### config.mk
export PLATFORM = sky130hd
export DESIGN_NAME = bk_chunk_sequencer_flat
export DESIGN_NICKNAME = d
export VERILOG_FILES = /design/src/rtl/bk_chunk_sequencer_pkg.sv /design/src/rtl/bk_chunk_sequencer_if.sv /design/src/rtl/brent_kung_cin.sv /design/src/rtl/bk_chunk_sequencer.sv /design/src/flat_wrapper.sv
export SDC_FILE = /design/constraint.sdc
export NUM_CORES = 1
export LEC_CHECK = 0
export ABC_AREA = 1
export ABC_CLOCK_PERIOD_IN_PS = 3700
export CORE_MARGIN = 3
export CORE_UTILIZATION = 45
export DETAILED_ROUTE_END_ITERATION = 16
export PLACE_DENSITY = 0.71
export SYNTH_ARGS = -nofsm -noshare
export SYNTH_HDL_FRONTEND = slang
export SYNTH_SLANG_ARGS = --single-unit
### constraint.sdc
create_clock -name clk -period 3.7 [get_ports clk]
set_clock_uncertainty 0.1 [all_clocks]
set_input_delay 0.555 -clock clk [delete_from_list [all_inputs] [get_ports clk]]
set_output_delay 0.555 -clock clk [all_outputs]
set_load 0.01 [all_outputs]
### src/rtl/bk_chunk_sequencer_pkg.sv
// bk_chunk_sequencer_pkg: shared FSM encoding and adder slice width
package bk_chunk_sequencer_pkg;
  localparam int SLICE_W = 6;
  typedef enum logic [1:0] {IDLE = 2'd0, RUN = 2'd1, DONE = 2'd2} state_t;
endpackage

### src/rtl/bk_chunk_sequencer_if.sv
// bk_chunk_sequencer_if: operand/result handshake bundle for the chunk sequencer
interface bk_chunk_sequencer_if
  import bk_chunk_sequencer_pkg::*;
#(
  parameter int CHUNKS = 4
);
  localparam int N = SLICE_W * CHUNKS;
  logic         in_valid;
  logic         in_ready;
  logic [N-1:0] in_a;
  logic [N-1:0] in_b;
  logic         in_cin;
  logic         in_sub;
  logic         clear;
  logic         out_valid;
  logic         out_ready;
  logic [N-1:0] out_sum;
  logic         out_cout;
  logic         busy;
  modport master (
    output in_valid, in_a, in_b, in_cin, in_sub, clear, out_ready,
    input  in_ready, out_valid, out_sum, out_cout, busy
  );
  modport slave (
    input  in_valid, in_a, in_b, in_cin, in_sub, clear, out_ready,
    output in_ready, out_valid, out_sum, out_cout, busy
  );
endinterface

### src/rtl/brent_kung_cin.sv
// brent_kung_cin: 6-bit Brent-Kung prefix adder with carry-in; sum[6] is carry-out, sum[7] is 0
module brent_kung_cin (
  input  logic [5:0] a,
  input  logic [5:0] b,
  input  logic       cin,
  output logic [7:0] sum
);
  logic [5:0] g, p;
  logic g0c, g10, g32, p32, g54, p54, g30, g20, g40, g50;
  assign g = a & b;
  assign p = a ^ b;
  // carry-in folded into bit 0 generate so every prefix is a true carry
  assign g0c = g[0] | (p[0] & cin);
  assign g10 = g[1] | (p[1] & g0c);
  assign g32 = g[3] | (p[3] & g[2]);
  assign p32 = p[3] & p[2];
  assign g54 = g[5] | (p[5] & g[4]);
  assign p54 = p[5] & p[4];
  assign g30 = g32 | (p32 & g10);
  assign g50 = g54 | (p54 & g30);
  assign g20 = g[2] | (p[2] & g10);
  assign g40 = g[4] | (p[4] & g30);
  assign sum = {1'b0, g50, p ^ {g40, g30, g20, g10, g0c, cin}};
endmodule

### src/rtl/bk_chunk_sequencer.sv
// bk_chunk_sequencer: N-bit add/sub computed LSB-first through one shared 6-bit Brent-Kung slice
module bk_chunk_sequencer
  import bk_chunk_sequencer_pkg::*;
#(
  parameter int CHUNKS = 4
) (
  input logic clk,
  input logic rst_n,
  bk_chunk_sequencer_if.slave bus
);
  localparam int W = SLICE_W;
  localparam int N = W * CHUNKS;
  localparam int IW = $clog2(CHUNKS);
  state_t        state;
  logic [IW-1:0] idx;
  logic          carry;
  logic [N-1:0]  a_r, b_r, sum_r;
  logic          cout_r;
  logic [W-1:0]  a_s, b_s;
  logic [7:0]    res;
  logic          unused_msb;
  assign a_s = a_r[idx*W +: W];
  assign b_s = b_r[idx*W +: W];
  assign unused_msb = res[7];
  brent_kung_cin u_add (.a(a_s), .b(b_s), .cin(carry), .sum(res));
  assign bus.in_ready  = (state == IDLE);
  assign bus.out_valid = (state == DONE);
  assign bus.busy      = (state == RUN) || (state == DONE);
  assign bus.out_sum   = sum_r;
  assign bus.out_cout  = cout_r;
  // accept operands, ripple one slice per cycle, hold result until taken
  always_ff @(posedge clk or negedge rst_n) begin
    if (!rst_n) begin
      state  <= IDLE;
      idx    <= '0;
      carry  <= 1'b0;
      a_r    <= '0;
      b_r    <= '0;
      sum_r  <= '0;
      cout_r <= 1'b0;
    end else if (bus.clear) begin
      state  <= IDLE;
      idx    <= '0;
      carry  <= 1'b0;
      sum_r  <= '0;
      cout_r <= 1'b0;
    end else begin
      case (state)
        IDLE: if (bus.in_valid) begin
          state <= RUN;
          a_r   <= bus.in_a;
          b_r   <= bus.in_sub ? ~bus.in_b : bus.in_b;
          carry <= bus.in_sub ? 1'b1 : bus.in_cin;
          idx   <= '0;
        end
        RUN: begin
          sum_r[idx*W +: W] <= res[W-1:0];
          carry <= res[W];
          idx   <= idx + 1'b1;
          if (idx == IW'(CHUNKS - 1)) begin
            state  <= DONE;
            cout_r <= res[W];
          end
        end
        DONE: if (bus.out_ready) state <= IDLE;
        default: state <= IDLE;
      endcase
    end
  end
endmodule

### src/flat_wrapper.sv
// flat-port wrapper written by rule: the top's interface ports become plain ports
module bk_chunk_sequencer_flat import bk_chunk_sequencer_pkg::*;
#(
  parameter int CHUNKS = 4
)
  (clk, rst_n, bus_in_valid, bus_in_a, bus_in_b, bus_in_cin, bus_in_sub, bus_clear, bus_out_ready, bus_in_ready, bus_out_valid, bus_out_sum, bus_out_cout, bus_busy);
  bk_chunk_sequencer_if #(.CHUNKS(CHUNKS)) bus_i ();
  input logic clk;
  input logic rst_n;
  input wire logic [$bits(bus_i.in_valid)-1:0] bus_in_valid;
  input wire logic [$bits(bus_i.in_a)-1:0] bus_in_a;
  input wire logic [$bits(bus_i.in_b)-1:0] bus_in_b;
  input wire logic [$bits(bus_i.in_cin)-1:0] bus_in_cin;
  input wire logic [$bits(bus_i.in_sub)-1:0] bus_in_sub;
  input wire logic [$bits(bus_i.clear)-1:0] bus_clear;
  input wire logic [$bits(bus_i.out_ready)-1:0] bus_out_ready;
  output wire logic [$bits(bus_i.in_ready)-1:0] bus_in_ready;
  output wire logic [$bits(bus_i.out_valid)-1:0] bus_out_valid;
  output wire logic [$bits(bus_i.out_sum)-1:0] bus_out_sum;
  output wire logic [$bits(bus_i.out_cout)-1:0] bus_out_cout;
  output wire logic [$bits(bus_i.busy)-1:0] bus_busy;
  assign bus_i.in_valid = bus_in_valid;
  assign bus_i.in_a = bus_in_a;
  assign bus_i.in_b = bus_in_b;
  assign bus_i.in_cin = bus_in_cin;
  assign bus_i.in_sub = bus_in_sub;
  assign bus_i.clear = bus_clear;
  assign bus_i.out_ready = bus_out_ready;
  assign bus_in_ready = bus_i.in_ready;
  assign bus_out_valid = bus_i.out_valid;
  assign bus_out_sum = bus_i.out_sum;
  assign bus_out_cout = bus_i.out_cout;
  assign bus_busy = bus_i.busy;
  bk_chunk_sequencer #(.CHUNKS(CHUNKS)) u_core (.clk(clk), .rst_n(rst_n), .bus(bus_i));
endmodule
==> run metrics, run 1 <==
final instance area=5383 µm²; pwr/cell area=755.5 nW/µm²; Worst slew margin=0.3624; Top FF cell, synth=dfrtp_1; Port Buffers=82; Seq/Total Area, Yosys=0.4505; hpwl dp=7673 µm; Yosys reg bits=78; nets=688; RSZ-0062 raised after global routing=false; drt wl/cell=13.82 µm; global-route wire length before repair=17,800 µm; post-place setup slack=447.8 ps; max_cap viols=0; Die W=104.1 µm; WS Path Type=reg -> reg; Post-Syn Instances=543; Fin. Hold Viols=0; clock tree buffer depth=2; DRC errors left=0; grt total ovfl=0; GRT Total Usage=0.1989; status=complete, no violations; Ant. Diodes=0; initial antenna violation count=0; combinational family with the most area after synthesis=simple AND/OR/NAND/NOR gates; yosys warns=0; crit share post-route=0.8991; core area=9284 µm²; Worst Setup End Kind=register; Final setup viols=0; cts repair resizes=0; CTS tree=built; DRT Wirelength=10,350 µm; DRT Pass-1 Iters=4; crit path DAT=3470 ps; postcts setup bufs=0; top-area cell type share of the netlist area=0.4505; VDD IR-drop max=0.3163 mV; Worst Max-Slew Pin Slew=956.3 ps; CTS Hold Bufs=0; pin count of the biggest net entering global routing=79; Synth Area in Adders=0.05891; setup tns final=0 ps; Synth Area in Compound Gates=0.1204; P&R area growth vs syn=24.23%; Post-synth EDFFs=0; Worst Hold Class=in -> async; initial core utilization=0.4667; syn_area_per_cell=7.980 µm²; mux cell area share after synthesis=0; post-synthesis simple-gate area fraction=0.2527; crit path max fanout=42; LEAKAGE=2.547 nW; min cycle time layout=3327 ps; CTS Buf Count=9; Syn Nets=616; RD Place Congestion=0.8577; Clk Latency, worst-skew pair=350 ps; top cells by area, synth=dfrtp_1 45%, nand2_1 17%, xnor2_1 4.4%; number of global-route vias before repair=3,723; Final WS setup=373.4 ps; Async S/R FF share, synth=1.000; Via-to-Cell Ratio=5.048; CTS Sinks=78; Worst-path clk slew=80 ps; CTS Root Cell=clkbuf_8; DRT antenna net count=0; Setup crit start kind=register; Fmax achieved=0.3006 GHz; initial drt markers=164; layout cells sized above 1=0.06452; Max Slew Vio Count=0; Die Ht=104.1 µm; Distinct cells, synth=32; io pins=83; Required @ worst endpoint=3840 ps; DP Area=5186 µm²; cell area after synthesis=4333 µm²; DR vias=3,781; H-Tree Level Count=3; post-synth top area cell=dfrtp_1; row cnt=35; die area=10,840 µm²; Synth Area in XOR/XNOR=0.04851
[cell type report]
cell class                 count  area, µm²
timing repair buffer          88      863.3
fill                         886       3901
inverter                      34      127.6
tap                          129      161.4
clock inverter                 6      68.82
sequential                    78       1952
multi-input combinational    404       2082
clock buffer                  10      127.6
[routing by layer]
metal  wire length (µm)  vias up  track usage
li1                   -     1906            -
met3                456       20      0.03290
met1               4645     1738       0.2570
met5                  0        -            0
met4                211        0      0.07123
met2               5041      117       0.3375
[metrics by stage]
step                      hold WS [ps]    util  power, mW  std cells
after floorplan                  159.4       -      2.822        543
after global placement           355.3  0.5586      3.374        733
after detailed placement         354.8  0.5586      3.426        733
after CTS                        285.8  0.5798      4.076        749
after global routing             322.5  0.5798      4.460        749
final                            201.8  0.5798      4.067        749
[worst max-delay path: stages (launching register included)]
cell and delay [ps]:
dfrtp_1 360, buf_4 380, o21ai_0 190, o22ai_1 240, fa_1 200, inv_1 50
fa_1 390, nand3b_1 170, nand2_1 110, fa_1 460, nand2_1 110, nand2_1 70
o21ai_1 130, o21ai_2 100, nand3_1 90, nand2_1 60
[state kept, by name, summed over array words and instances, names as in the netlist]
name,flops
u_core.a_r,24
u_core.b_r,24
u_core.bus.out_sum,24
u_core.idx,2
u_core.state,2
u_core.bus.out_cout,1
u_core.carry,1
[logic make-up after synthesis]
group	after synthesis
buf+inv	61
compound gates	93
fa+ha+maj	18
flops	78
xor+xnor	24
simple gates	269
[Yosys cell counts (all sizes together), types with 7 or more instances]
cell type  instances
o21ai             62
nand3             23
dfrtp             78
xnor2             22
a21oi             15
o22ai              9
buf               20
inv               34
nand4             10
clkbuf             7
ha                14
nand2            198
nor2              30
[final timing paths]
| path | start | end | slack [ps] | depth (start not counted) |
|---|---|---|---|---|
| worst max register to register | u_core.idx[0]$_DFFE_PN0P_ | u_core.bus.out_sum[6]$_DFFE_PN0P_ | 370 | 15 |
| worst min-delay path | rst_n | u_core.bus.out_sum[21]$_DFFE_PN0P_ | 200 | 1 |
| worst min register to register | u_core.bus.out_sum[13]$_DFFE_PN0P_ | u_core.bus.out_sum[13]$_DFFE_PN0P_ | 380 | 2 |
| worst max-delay path | u_core.idx[0]$_DFFE_PN0P_ | u_core.bus.out_sum[6]$_DFFE_PN0P_ | 370 | 15 |
| max in group asynchronous | rst_n | u_core.carry$_DFFE_PN0P_ | 2630 | 1 |
| min in group clk | u_core.bus.out_sum[13]$_DFFE_PN0P_ | u_core.bus.out_sum[13]$_DFFE_PN0P_ | 380 | 2 |
[power by group]
group	switching [mW]	leakage [nW]	total, mW	internal [mW]
clock	0.330	0.0973	0.646	0.317
sequential	0.181	1.01	1.34	1.16
combinational	1.31	1.44	2.08	0.767
total	1.82	2.55	4.07	2.25
[placed cells by master (no fill, tap or decap), drive strengths merged, types with 10 or more instances in the layout]
| cell type | instances |
|---|---|
| xnor2 | 22 |
| o21ai | 62 |
| nor2 | 30 |
| ha | 14 |
| clkdlybuf4s50 | 81 |
| nand3 | 23 |
| nand4 | 10 |
| dfrtp | 78 |
| nand2 | 198 |
| clkbuf | 10 |
| a21oi | 15 |
| inv | 36 |
(Power assumes the default switching activity.)
==> inputs of run 2 (changes only) <==
--- a/config.mk
+++ b/config.mk
@@ -5,7 +5,7 @@
 export SDC_FILE = /design/constraint.sdc
 export NUM_CORES = 1
 export LEC_CHECK = 0
-export ABC_AREA = 1
+export ABC_AREA = 0
 export ABC_CLOCK_PERIOD_IN_PS = 3700
 export CORE_MARGIN = 3
 export CORE_UTILIZATION = 45
==> run metrics, run 2 <==
met2 GRT Util=0.2984; DRT Pass-1 Iters=4; RD Place Congestion=0.9123; DRT antenna net count=0; most common cell after layout, fill and taps aside=clkdlybuf4s50_1; status=complete, no violations; Max Slew Vio Count=0; Via-to-Cell Ratio=5.466; Sw Ratio=0.3898; power share of the sequential group=0.351; Yosys reg bits=78; P&R area growth vs syn=25.75%; Net Sw Power=1.457 mW; Synth Area in Adders=0.06152; Post-synth EDFFs=0; Synth Area in XOR/XNOR=0.05881; most frequent cell after synthesis=dfrtp_1; number of global-route vias before repair=3,104; cell area after synthesis=4149 µm²; Distinct cells, synth=49; post-synthesis simple-gate area fraction=0.1001; most frequent cells in the layout=81 x clkdlybuf4s50_1, 77 x dfrtp_1, 39 x nand2_1, 27 x o21ai_0, 26 x xnor2_1; Fin. Hold Viols=0; mux cell area share after synthesis=0.1351; clock tree buffer depth=2; pwr/cell area=716.2 nW/µm²; layout cells sized above 1=0.1451; Crit. Startpoint=u_core.idx[0]$_DFFE_PN0P_; Die W=102.0 µm; final instance area=5218 µm²; top cells by area, synth=dfrtp_1 47%, mux4_2 6.5%, mux2_2 6.0%; CTS Sinks=78; Worst slew margin=0.3675; setup tns final=0 ps; met3 usage=0.03549; Worst Max-Slew Pin Slew=948.8 ps; CP Buf/Inv Count=1; Fmax achieved=0.2905 GHz; min cycle time layout=3442 ps; core area=8848 µm²; nets=509; Post-Syn Instances=359; row cnt=34; CTS Hold Bufs=0; Worst Hold Class=in -> async; CP max-delay cell=fa_1; grt total ovfl=0; worst reg2reg path startpoint=u_core.idx[0]$_DFFE_PN0P_; worst-path cell chain=buf_4 > mux4_2 > ha_1 > nand2_1 > o21ai_0 > fa_1 > nor2b_1 > a211oi_1 > a211oi_2 > a22o_1; postcts setup bufs=0; GRT Total Usage=0.1906; Async S/R FF share, synth=1.000; CTS Root Cell=clkbuf_8; drt wl/cell=16.72 µm; Top FF cell, synth=dfrtp_1; CTS Buf Count=9; Worst Setup End Kind=register; Critical Path Max Stage Delay=560 ps; Setup crit start kind=register; VDD IR-drop max=0.3206 mV; Seq/Total Area, Yosys=0.4704; LEAKAGE=2.165 nW; crit share post-route=0.9304; global-route wire length before repair=15,500 µm; Synth Area in Compound Gates=0.1267; DRT Wirelength=9182 µm; fill cell count=778; DR vias=3,001; WS Path Type=reg -> reg; combinational family with the most area after synthesis=multiplexers; initial drt markers=117; initial antenna violation count=0; max_cap viols=0; CTS tree=built; initial core utilization=0.4689; Ant. Diodes=0; Worst-path clk slew=80 ps; crit path DAT=3590 ps; RSZ-0062 raised after global routing=false; hpwl dp=6776 µm; yosys warns=0; DP Area=5011 µm²; Required @ worst endpoint=3850 ps; Post-synth top cells=78 x dfrtp_1, 39 x nand2_1, 27 x o21ai_0, 26 x xnor2_1, 22 x mux2_2; Die Ht=102.0 µm; pin count of the biggest net entering global routing=79; syn_area_per_cell=11.56 µm²; Most Crowded Layer GR=met2; met1 track demand over resource=0.2631; Clk Latency, worst-skew pair=360 ps; crit path max fanout=8; P_int=2.280 mW; io pins=83; DRC errors left=0; Port Buffers=82; Top delay family on crit path=adder cells; H-Tree Level Count=3; Clk pwr share=0.176; Syn Nets=432; top-area cell type share of the netlist area=0.4704; cts repair resizes=0; Comb pwr share=0.473; post-synth top area cell=dfrtp_1; Layout Utilization=0.5896; die area=10,410 µm²; Final setup viols=0
-- run 2: cell count changes in the layout (fill, tap and decap cells not counted), sizes merged, moves of 12 or more --
cell / change
nor2: -21
mux4: +12
a22o: +15
nand3: -15
o21ai: -35
inv: -22
nand2: -159
mux2: +24
-- run 2: logic make-up after synthesis --
kind of cell,after synthesis
and+or+nand+nor,82
AOI/OAI and AO/OA,79
DFF,78
muxes,38
buffers and inverters,37
xor gates and xnor gates,27
adders and majority gates,18
-- run 2: metrics by stage --
step	instances	setup WS, ps	power (mW)	hold WS [ps]
6_report	549	257.6	3.737	245.2
5_1_grt	549	3.875	3.995	323.0
4_1_cts	549	100.3	3.746	277.6
3_5_place_dp	533	132.1	3.085	359.5
3_3_place_gp	533	254.4	3.039	359.1
2_1_floorplan	359	302.6	2.549	159.4
-- run 2: worst reg2reg max path, cell delays in order, from the launching register on --
cell,delay (ps)
dfrtp_2,460
buf_4,240
mux4_2,530
ha_1,340
nand2_1,60
o21ai_0,280
fa_1,560
nor2b_1,170
a211oi_1,270
a211oi_2,90
a22o_1,230
-- run 2: final cells by class --
| cell class | count | area (µm²) | share of cell area |
|---|---|---|---|
| repair buffers | 89 | 870.8 | 0.1669 |
| flip-flops and latches | 78 | 1953 | 0.3743 |
| well taps | 108 | 135.1 | 0.02590 |
| inverters | 14 | 52.55 | 0.01007 |
| clock inverters | 5 | 58.81 | 0.01127 |
| clock buffers | 11 | 141.4 | 0.02710 |
| multi-input cells | 244 | 2006 | 0.3844 |
-- run 2: power groups by stage --
stage | sequential [mW] | clock [mW] | combinational [mW]
3_3_place_gp | 1.32 | 0 | 1.72
3_5_place_dp | 1.33 | 0 | 1.76
6_report | 1.31 | 0.657 | 1.77
2_1_floorplan | 1.26 | 0 | 1.29
4_1_cts | 1.31 | 0.668 | 1.76
5_1_grt | 1.35 | 0.700 | 1.95
-- run 2: layer usage --
layer	up-vias	share of wire
li1	1431	-
met1	1446	0.45
met2	109	0.47
met3	15	0.056
met4	0	0.020
met5	-	0
-- run 2: final timing paths --
path | end | slack, ps | cells past startpoint
max in group asynchronous | u_core.idx[0]$_DFFE_PN0P_ | 2600 | 1
max | u_core.bus.out_sum[6]$_DFFE_PN0P_ | 260 | 10
max reg2reg | u_core.bus.out_sum[6]$_DFFE_PN0P_ | 260 | 10
min in group clk | u_core.bus.out_sum[12]$_DFFE_PN0P_ | 370 | 2
min | u_core.bus.out_sum[2]$_DFFE_PN0P_ | 250 | 1
min reg2reg | u_core.bus.out_sum[12]$_DFFE_PN0P_ | 370 | 2
==> inputs of run 3 (changes only) <==
--- a/config.mk
+++ b/config.mk
@@ -5,7 +5,7 @@
 export SDC_FILE = /design/constraint.sdc
 export NUM_CORES = 1
 export LEC_CHECK = 0
-export ABC_AREA = 0
+export ABC_AREA = 1
 export ABC_CLOCK_PERIOD_IN_PS = 3700
 export CORE_MARGIN = 3
 export CORE_UTILIZATION = 45
==> results of run 3 <==
No change in the layout: final DEF, timing and power equal those of run 1.
